[config.mk]
export PLATFORM = sky130hd
export DESIGN_NAME = i2c_target_regfile
export DESIGN_NICKNAME = d
export VERILOG_FILES = /design/src/rtl/i2c_target_regfile.sv
export SDC_FILE = /design/constraint.sdc
export NUM_CORES = 1
export LEC_CHECK = 0
export ABC_AREA = 1
export CORE_MARGIN = 5
export CORE_UTILIZATION = 58
export DETAILED_ROUTE_END_ITERATION = 8
export PLACE_DENSITY = 0.76
export SLEW_MARGIN = 40
export SYNTH_ARGS = -nofsm -noshare
export SYNTH_HDL_FRONTEND = slang
export SYNTH_SLANG_ARGS = --single-unit
[constraint.sdc]
create_clock -name clk -period 3.35 [get_ports clk]
set_input_delay 0.67 -clock clk [delete_from_list [all_inputs] [get_ports clk]]
set_output_delay 0.67 -clock clk [all_outputs]
set_load 0.01 [all_outputs]
[src/rtl/i2c_target_regfile.sv]
// I2C target with a 16 x 8-bit register file.
// Register 0 is read-only and returns DEV_ID; registers 1..15 are writable from the bus.
// A write is: START, address+W, pointer byte, data bytes..., STOP.
// A read is: START, address+R, data bytes..., master NACK, STOP (usually after a pointer write).
// Optional feature: define I2C_TARGET_AUTOINC_EN to advance the pointer after every data byte.
module i2c_target_regfile #(
   parameter logic [6:0] DEV_ADDR = 7'h53,
   parameter logic [7:0] DEV_ID   = 8'hE5
) (
   input  logic       clk,
   input  logic       reset_n,
   input  logic       scl_in,
   input  logic       sda_in,
   output logic       sda_oe,
   output logic       busy,
   output logic       wr_strobe,
   output logic [3:0] wr_index,
   output logic [7:0] wr_data,
   input  logic [3:0] rd_index,
   output logic [7:0] rd_data
);

   typedef enum logic [3:0] {
      IDLE,
      ADDR,
      ADDR_ACK,
      PTR,
      PTR_ACK,
      WDATA,
      WDATA_ACK,
      RDATA,
      RDATA_MACK
   } state_t;

   // Bus synchronizers and edge-detect history
   logic [1:0] scl_sync_q;
   logic [1:0] sda_sync_q;
   logic       scl_prev_q;
   logic       sda_prev_q;
   logic [1:0] warm_q;

   // Protocol state
   state_t     state_q;
   logic [3:0] bit_cnt_q;
   logic [7:0] shift_q;
   logic       rw_q;
   logic       mack_q;
   logic [3:0] ptr_q;
   logic       sda_oe_q;
   logic       busy_q;
   logic       wr_strobe_q;
   logic [3:0] wr_index_q;
   logic [7:0] wr_data_q;
   logic [7:0] rd_data_q;

   // Register file; entry 0 is never written, reads of index 0 return DEV_ID
   logic [7:0] regs_q [16];

   logic       scl_h;
   logic       sda_h;
   logic       bus_ok;
   logic       scl_rise;
   logic       scl_fall;
   logic       start_det;
   logic       stop_det;
   logic [3:0] ptr_step_d;
   logic [7:0] rd_byte_d;
   logic [7:0] wbyte_d;

   function automatic logic [7:0] reg_read(input logic [3:0] idx);
      return (idx == 4'd0) ? DEV_ID : regs_q[idx];
   endfunction

   // Two-flop synchronizers, edge history and a short warm-up so that the
   // reset value of the history flops cannot fake a START/STOP edge
   always_ff @(posedge clk or negedge reset_n) begin
      if (!reset_n) begin
         scl_sync_q <= 2'b11;
         sda_sync_q <= 2'b11;
         scl_prev_q <= 1'b1;
         sda_prev_q <= 1'b1;
         warm_q     <= 2'd0;
      end else begin
         scl_sync_q <= {scl_sync_q[0], scl_in};
         sda_sync_q <= {sda_sync_q[0], sda_in};
         scl_prev_q <= scl_sync_q[1];
         sda_prev_q <= sda_sync_q[1];
         if (warm_q != 2'd3) begin
            warm_q <= warm_q + 2'd1;
         end
      end
   end

   assign scl_h     = scl_sync_q[1];
   assign sda_h     = sda_sync_q[1];
   assign bus_ok    = (warm_q == 2'd3);
   assign scl_rise  = bus_ok &  scl_h & ~scl_prev_q;
   assign scl_fall  = bus_ok & ~scl_h &  scl_prev_q;
   assign start_det = bus_ok & scl_h & scl_prev_q &  sda_prev_q & ~sda_h;
   assign stop_det  = bus_ok & scl_h & scl_prev_q & ~sda_prev_q &  sda_h;

`ifdef I2C_TARGET_AUTOINC_EN
   assign ptr_step_d = ptr_q + 4'd1;
`else
   assign ptr_step_d = ptr_q;
`endif

   assign rd_byte_d = reg_read(ptr_q);
   assign wbyte_d   = {shift_q[6:0], sda_h};

   // Protocol FSM: bits shift in on SCL rise, SDA drive changes on SCL fall
   always_ff @(posedge clk or negedge reset_n) begin
      if (!reset_n) begin
         state_q     <= IDLE;
         bit_cnt_q   <= 4'd0;
         shift_q     <= 8'h00;
         rw_q        <= 1'b0;
         mack_q      <= 1'b0;
         ptr_q       <= 4'd0;
         sda_oe_q    <= 1'b0;
         busy_q      <= 1'b0;
         wr_strobe_q <= 1'b0;
         wr_index_q  <= 4'd0;
         wr_data_q   <= 8'h00;
      end else begin
         wr_strobe_q <= 1'b0;
         if (stop_det) begin
            state_q   <= IDLE;
            sda_oe_q  <= 1'b0;
            busy_q    <= 1'b0;
            bit_cnt_q <= 4'd0;
         end else if (start_det) begin
            state_q   <= ADDR;
            sda_oe_q  <= 1'b0;
            bit_cnt_q <= 4'd0;
         end else begin
            case (state_q)
               IDLE: begin
                  sda_oe_q <= 1'b0;
               end
               ADDR, PTR, WDATA: begin
                  if (scl_rise && (bit_cnt_q < 4'd8)) begin
                     shift_q   <= wbyte_d;
                     bit_cnt_q <= bit_cnt_q + 4'd1;
                     if ((state_q == WDATA) && (bit_cnt_q == 4'd7)) begin
                        if (ptr_q != 4'd0) begin
                           wr_strobe_q <= 1'b1;
                           wr_index_q  <= ptr_q;
                           wr_data_q   <= wbyte_d;
                        end
                        ptr_q <= ptr_step_d;
                     end
                  end else if (scl_fall && (bit_cnt_q == 4'd8)) begin
                     bit_cnt_q <= 4'd0;
                     if (state_q == ADDR) begin
                        if (shift_q[7:1] == DEV_ADDR) begin
                           sda_oe_q <= 1'b1;
                           busy_q   <= 1'b1;
                           rw_q     <= shift_q[0];
                           state_q  <= ADDR_ACK;
                        end else begin
                           state_q  <= IDLE;
                        end
                     end else if (state_q == PTR) begin
                        ptr_q    <= shift_q[3:0];
                        sda_oe_q <= 1'b1;
                        state_q  <= PTR_ACK;
                     end else begin
                        sda_oe_q <= 1'b1;
                        state_q  <= WDATA_ACK;
                     end
                  end
               end
               ADDR_ACK: begin
                  if (scl_fall) begin
                     bit_cnt_q <= 4'd0;
                     if (rw_q) begin
                        shift_q  <= rd_byte_d;
                        sda_oe_q <= ~rd_byte_d[7];
                        state_q  <= RDATA;
                     end else begin
                        sda_oe_q <= 1'b0;
                        state_q  <= PTR;
                     end
                  end
               end
               PTR_ACK, WDATA_ACK: begin
                  if (scl_fall) begin
                     sda_oe_q  <= 1'b0;
                     bit_cnt_q <= 4'd0;
                     state_q   <= WDATA;
                  end
               end
               RDATA: begin
                  if (scl_rise) begin
                     bit_cnt_q <= bit_cnt_q + 4'd1;
                  end else if (scl_fall) begin
                     if (bit_cnt_q == 4'd8) begin
                        sda_oe_q  <= 1'b0;
                        bit_cnt_q <= 4'd0;
                        ptr_q     <= ptr_step_d;
                        state_q   <= RDATA_MACK;
                     end else begin
                        shift_q  <= {shift_q[6:0], 1'b0};
                        sda_oe_q <= ~shift_q[6];
                     end
                  end
               end
               RDATA_MACK: begin
                  if (scl_rise) begin
                     mack_q <= ~sda_h;
                  end else if (scl_fall) begin
                     bit_cnt_q <= 4'd0;
                     if (mack_q) begin
                        shift_q  <= rd_byte_d;
                        sda_oe_q <= ~rd_byte_d[7];
                        state_q  <= RDATA;
                     end else begin
                        sda_oe_q <= 1'b0;
                        state_q  <= IDLE;
                     end
                  end
               end
               default: begin
                  sda_oe_q <= 1'b0;
                  state_q  <= IDLE;
               end
            endcase
         end
      end
   end

   // Register file update, one clk behind wr_strobe so a same-clk local read sees the old value
   always_ff @(posedge clk or negedge reset_n) begin
      if (!reset_n) begin
         for (int i = 0; i < 16; i++) begin
            regs_q[i] <= 8'h00;
         end
      end else if (wr_strobe_q && (wr_index_q != 4'd0)) begin
         regs_q[wr_index_q] <= wr_data_q;
      end
   end

   // Local registered readback port
   always_ff @(posedge clk or negedge reset_n) begin
      if (!reset_n) begin
         rd_data_q <= 8'h00;
      end else begin
         rd_data_q <= reg_read(rd_index);
      end
   end

   assign sda_oe    = sda_oe_q;
   assign busy      = busy_q;
   assign wr_strobe = wr_strobe_q;
   assign wr_index  = wr_index_q;
   assign wr_data   = wr_data_q;
   assign rd_data   = rd_data_q;

endmodule

After elaboration in Yosys (flattened, before gate mapping)

Cells that the tools add are included.
Widths: inputs -> output; s select.

Flip-flop bits (word level): 181
Input bits: 8
Output and inout port bits: 23
Logic and storage cells: 204

Add/sub/neg operators: 2
$lt $le $gt $ge: 5
Equal/unequal tests: 38
Muxes and demuxes: 76
Bitwise gates (word level): 22
Reductions and logical operators: 28

Operator list:

| kind               | count |
|---|---|
| $bwmux 128         | 1 |
| $mux 8             | 16 |
| $mux 4             | 21 |
| $bmux 8 s4         | 2 |
| $ne 4x4->1 const B | 9 |
| $demux 8 s4        | 1 |
| $pmux 8 s4         | 1 |
| $mux 1             | 27 |
| $pmux 4 s6         | 1 |
| $ne 2x2->1 const B | 11 |
| $eq 4x3->1 const B | 5 |
| $ne 5x5->1 const B | 4 |
| $pmux 4 s4         | 1 |
| $ge 5x5->1 const B | 3 |
| $not 4->5          | 3 |
| $reduce_and 7->1   | 2 |
| $logic_not 4->1    | 3 |
| $reduce_and 12->1  | 1 |
| $reduce_and 6->1   | 2 |
| $reduce_bool 4->1  | 3 |
| $not 1->1          | 10 |
| $reduce_and 10->1  | 1 |
| $and 1x1->1        | 9 |
| $reduce_and 9->1   | 1 |
| 21 further kinds   | 33 |

Depth between registers and ports, before layout

Word-level depth: 12
Gate-level depth with buffers: 13
Depth with buffers taken out: 12

Least setup slack after synthesis

Ideal clock, no wire load.

Path type: input port to flip-flop
Start: in rd_index[0]
End: reg rd_data_q[2] (netlist: rd_data[2])
Library setup time: 0.131 ns
Arrival: 1.557 ns
Data required time: 3.219 ns
Path slack: 1.662 ns
Stages on the path: 8
Path buffers: 2
Path through: inv_1 -> buf_2 -> clkbuf_1 -> a21oi_1 -> o21ai_0 -> nand3_1 -> nand3_1 -> o211ai_1

Cells in the longest elaborated chain, start to end: 5
Elaborated cells on any way between the ends: 6
Those cells by class: mux: 4; bitwise: 1; reduce/logical: 1

RTL lines:

| element                                    | line | RTL |
|---|---|---|
| start: declaration                         | 19   | `input logic [3:0] rd_index,` |
| $not 4->5 (implied by the code)            | 71   | `return (idx == 4'd0) ? DEV_ID : regs_q[idx];` |
| $bmux 8 s4                                 | 71   |  |
| $mux 8 (implied by the code) (2 in series) | 71   |  |
| $mux 8 (*)                                 | 71   |  |
| end signal: assignment                     | 249  | `rd_data_q <= reg_read(rd_index);` |
| end: declaration                           | 54   | `logic [7:0] rd_data_q;` |

Mark *: on every way between the ends. The rest lies on a longest branch, timed or not. The select of a mux whose other input is x is not followed.
A chain may end at the register's enable or synchronous reset.

Worst setup path in the final report

Start: reg wr_data_q[4] (netlist: wr_data[4])
End: out wr_data[4]

RTL lines:

| element                  | line | RTL |
|---|---|---|
| start: declaration       | 53   | `logic [7:0] wr_data_q;` |
| start signal: assignment | 149  | `wr_data_q <= wbyte_d;` |
| end: declaration         | 18   | `output logic [7:0] wr_data,` |

No word-level cell between the ends.

==> key figures <==
Worst setup path
  – CP Launch Point: wr_data[4]$_DFFE_PN0P_
  – CP Data Arrival Time: 1.69 ns
  – CP Launch Type: register
  – Critical path's largest stage delay: 0.63 ns
  – Worst path slowest cell: clkdlybuf4s50_1
  – CP delay by family, top: buffers and inverters
  – Crit Path Max Fanout: 11
  – Worst path cell trace: clkdlybuf4s50_1
  – CP required: 2.68 ns
  – Crit end category: output port
  – RR Startpoint: ptr_q[3]$_DFFE_PN0P_
  – Buf+Inv Stages, Crit Path: 1
  – Setup CP Type: register to output port

Timing
  – Least-Margin Pin Slew: 0.824 ns
  – Fmax: 424 MHz
  – Slew headroom: 44.9%
  – Final TNS setup: 0 ns
  – Final Max Tran Viols: 0
  – Final setup fails: 0
  – RSZ-0062 raised after global routing: false
  – Fin. Hold Viols: 0
  – Setup Skew: 0.00735 ns
  – Fin crit period: 2.36 ns
  – Hold Slack: 0.163 ns
  – Final Cycle Share: 70.4%

Routing
  – DRT Wirelength: 27,700 um
  – Wire length on met1: 11,500 um
  – First drt pass iteration count: 6
  – Vias/cell: 5.86
  – DR iter-0 viols: 1,027
  – Top routing layer used: met4
  – WL/cell: 18.3 um
  – Routed wl met2: 12,700 um
  – Post-route DRC violation count: 0
  – Met3 WL: 2570 um
  – Vias: 8,864
  – Antenna Violating Nets Remaining: 0

Power
  – Switching Share: 25.9%
  – NetSw: 1.25 mW
  – Maximum vdd drop: 0.423 mV
  – Cell Pwr Density: 459 nW/um2
  – Reg power frac: 47.6%
  – Leakage: 4.63 nW
  – Int Power: 3.57 mW
  – Clock network power share: 42.1%
  – Logic pwr share: 10.3%

Die
  – I/O Pins: 31
  – Standard-cell rows: 46
  – Core box area: 15,900 um2
  – Starting Density: 59.2%
  – DIE HEIGHT: 138 um
  – Die Width: 138 um
  – Total Die Area: 18,900 um2

Synthesis
  – Syn Std Cell Area: 9440 um2
  – Main synth FF type: dfrtp_1
  – Syn avg cell area: 7.36 um2
  – Count of different cell masters after synthesis: 36
  – FFs w/ async S/R, synth: 100%
  – Synth warnings: 0
  – Post-Syn Instances: 1,284
  – Sequential area share after synthesis: 47.2%
  – Yosys reg bits: 178
  – Syn nets: 1,295
  – Post-synth EDFFs: 0

Layout
  – Multi-input gate area: 4180 um2
  – N_diodes: 0
  – Synth-to-Final Area Change: 11.1%
  – Layout cells sized above 1: 7.33%
  – Final net count: 1,294
  – Most common cell after layout, fill and taps aside: nand2_1
  – Fill cell count: 1,402
  – Commonest cells after routing, fill and taps aside: nand2_1, o21ai_0, dfrtp_1
  – Storage cell area: 4460 um2

Clock tree
  – CTS tree: yes
  – Deepest clock path buffer count: 2
  – Cts repair resizes: 0
  – Sink Count: 178
  – Post-CTS Hold Buffers: 0
  – Root Buffer: clkbuf_16
  – # Post-CTS Setup Buffers: 0
  – H-tree depth: 4
  – Total CTS buffers: 17
  – Clock-pin transition on the worst setup and hold timing paths: 0.07 ns
  – Clock latency on the worst-skew pair: 0.44 ns

GRT
  – Initial antenna violation count: 0
  – GR Util All Layers: 30.8%
  – Total grt overflow: 0
  – Largest net degree at the start of global routing: 90
  – Vias in the first global route: 8,172
  – First-pass GRT wire length: 44,300 um

Placed design
  – Final Wtd Congestion: 0.932
  – IO Port Bufs: 30
  – Post-DP HPWL: 18,700 um

Run
  – Max cap viols: 0

Min path
  – Hold Crit Class: primary input to async pin

Run status
  – Status: completed
cell families (layout without fill, tap and decap cells):
kind of cell | Yosys count | count (layout) | synth area share (%)
AND/OR/NAND/NOR | 574 | 574 | 25.4
AO/OA/AOI/OAI | 327 | 327 | 18.2
multiplexers | 1 | 1 | 0.119
flip-flops | 178 | 178 | 47.2
XOR/XNOR | 2 | 2 | 0.186
adder cells (fa/ha/maj) | 3 | 3 | 0.397
buffers and inverters | 199 | 211 | 8.49
layer usage:
layer,global-route usage (%),vias up
li1,-,4177
met1,42.3,4149
met2,47.4,471
met3,6.90,67
met4,12.5,0
met5,0,-
sequential cells by signal, summed over array words and instances, names as in the netlist:
| name | flops |
|---|---|
| scl_sync_q | 2 |
| busy | 1 |
| shift_q | 8 |
| wr_index | 4 |
| sda_oe | 1 |
| rw_q | 1 |
| warm_q | 2 |
| wr_strobe | 1 |
| sda_sync_q | 2 |
| state_q | 4 |
| sda_prev_q | 1 |
| regs_q | 125 |
| ptr_q | 4 |
| mack_q | 1 |
| bit_cnt_q | 4 |
| scl_prev_q | 1 |
| rd_data | 8 |
| wr_data | 8 |
power by group through the flow:
stage | Clock [mW] | Sequential (mW) | Combinational [mW]
2_1_floorplan | 0 | 2.31 | 0.334
3_3_place_gp | 0 | 2.33 | 0.487
3_5_place_dp | 0 | 2.33 | 0.496
4_1_cts | 2.04 | 2.29 | 0.499
5_1_grt | 2.14 | 2.30 | 0.568
6_report | 2.03 | 2.29 | 0.498
worst paths after layout:
path | end | slack [ns] | depth (start not counted)
setup / recovery | wr_data[4] | 0.99 | 1
hold / removal | regs_q[92]$_DFFE_PN0P_ | 0.16 | 1
setup reg to reg | wr_data[1]$_DFFE_PN0P_ | 1.26 | 4
hold reg to reg | scl_sync_q[1]$_DFF_PN1_ | 0.36 | 0
max in group asynchronous | regs_q[33]$_DFFE_PN0P_ | 2.31 | 2
min in group clk | scl_sync_q[1]$_DFF_PN1_ | 0.36 | 0
synthesized netlist by cell type (2+ instances only):
| cell | n | area share, % |
|---|---|---|
| nand4_1 | 5 | 0.33 |
| inv_1 | 114 | 4.5 |
| clkbuf_1 | 35 | 1.4 |
| nand2_2 | 7 | 0.46 |
| nor2_1 | 85 | 3.4 |
| clkinv_1 | 2 | 0.080 |
| clkbuf_2 | 3 | 0.16 |
| dfstp_2 | 6 | 1.7 |
| nor2_4 | 3 | 0.36 |
| buf_4 | 4 | 0.32 |
| a21oi_1 | 79 | 4.2 |
| buf_2 | 27 | 1.4 |
| nand2_1 | 355 | 14 |
| nand3_2 | 4 | 0.42 |
| o211ai_1 | 21 | 1.7 |
| ha_1 | 3 | 0.40 |
| nor3_1 | 2 | 0.11 |
| buf_1 | 10 | 0.40 |
| o21ai_0 | 214 | 11 |
| nand3_1 | 106 | 5.6 |
| o21ai_1 | 3 | 0.16 |
| or2_2 | 3 | 0.20 |
| a31oi_1 | 7 | 0.46 |
| dfrtp_1 | 172 | 46 |
| inv_2 | 3 | 0.12 |
through the flow:
stage	setup WS [ns]	cells	power [mW]	utilization (%)	area (um2)
after detailed placement	0.885	1479	2.82	62.0	9890
after global placement	0.944	1479	2.81	62.0	9890
after CTS	0.983	1511	4.83	65.8	10500
final	0.992	1512	4.82	65.8	10500
after floorplan	1.66	1284	2.64	-	9440
after global routing	0.930	1512	5.00	65.8	10500
cell type report:
type                       instances  area share (%)
clock buffer                      24            4.69
clock inverter                     8           0.978
inverter                         120            4.32
multi-input combinational        907            39.9
sequential                       178            42.5
tap                              216            2.58
timing repair buffer              59            5.06
(Power assumes the default switching activity.)
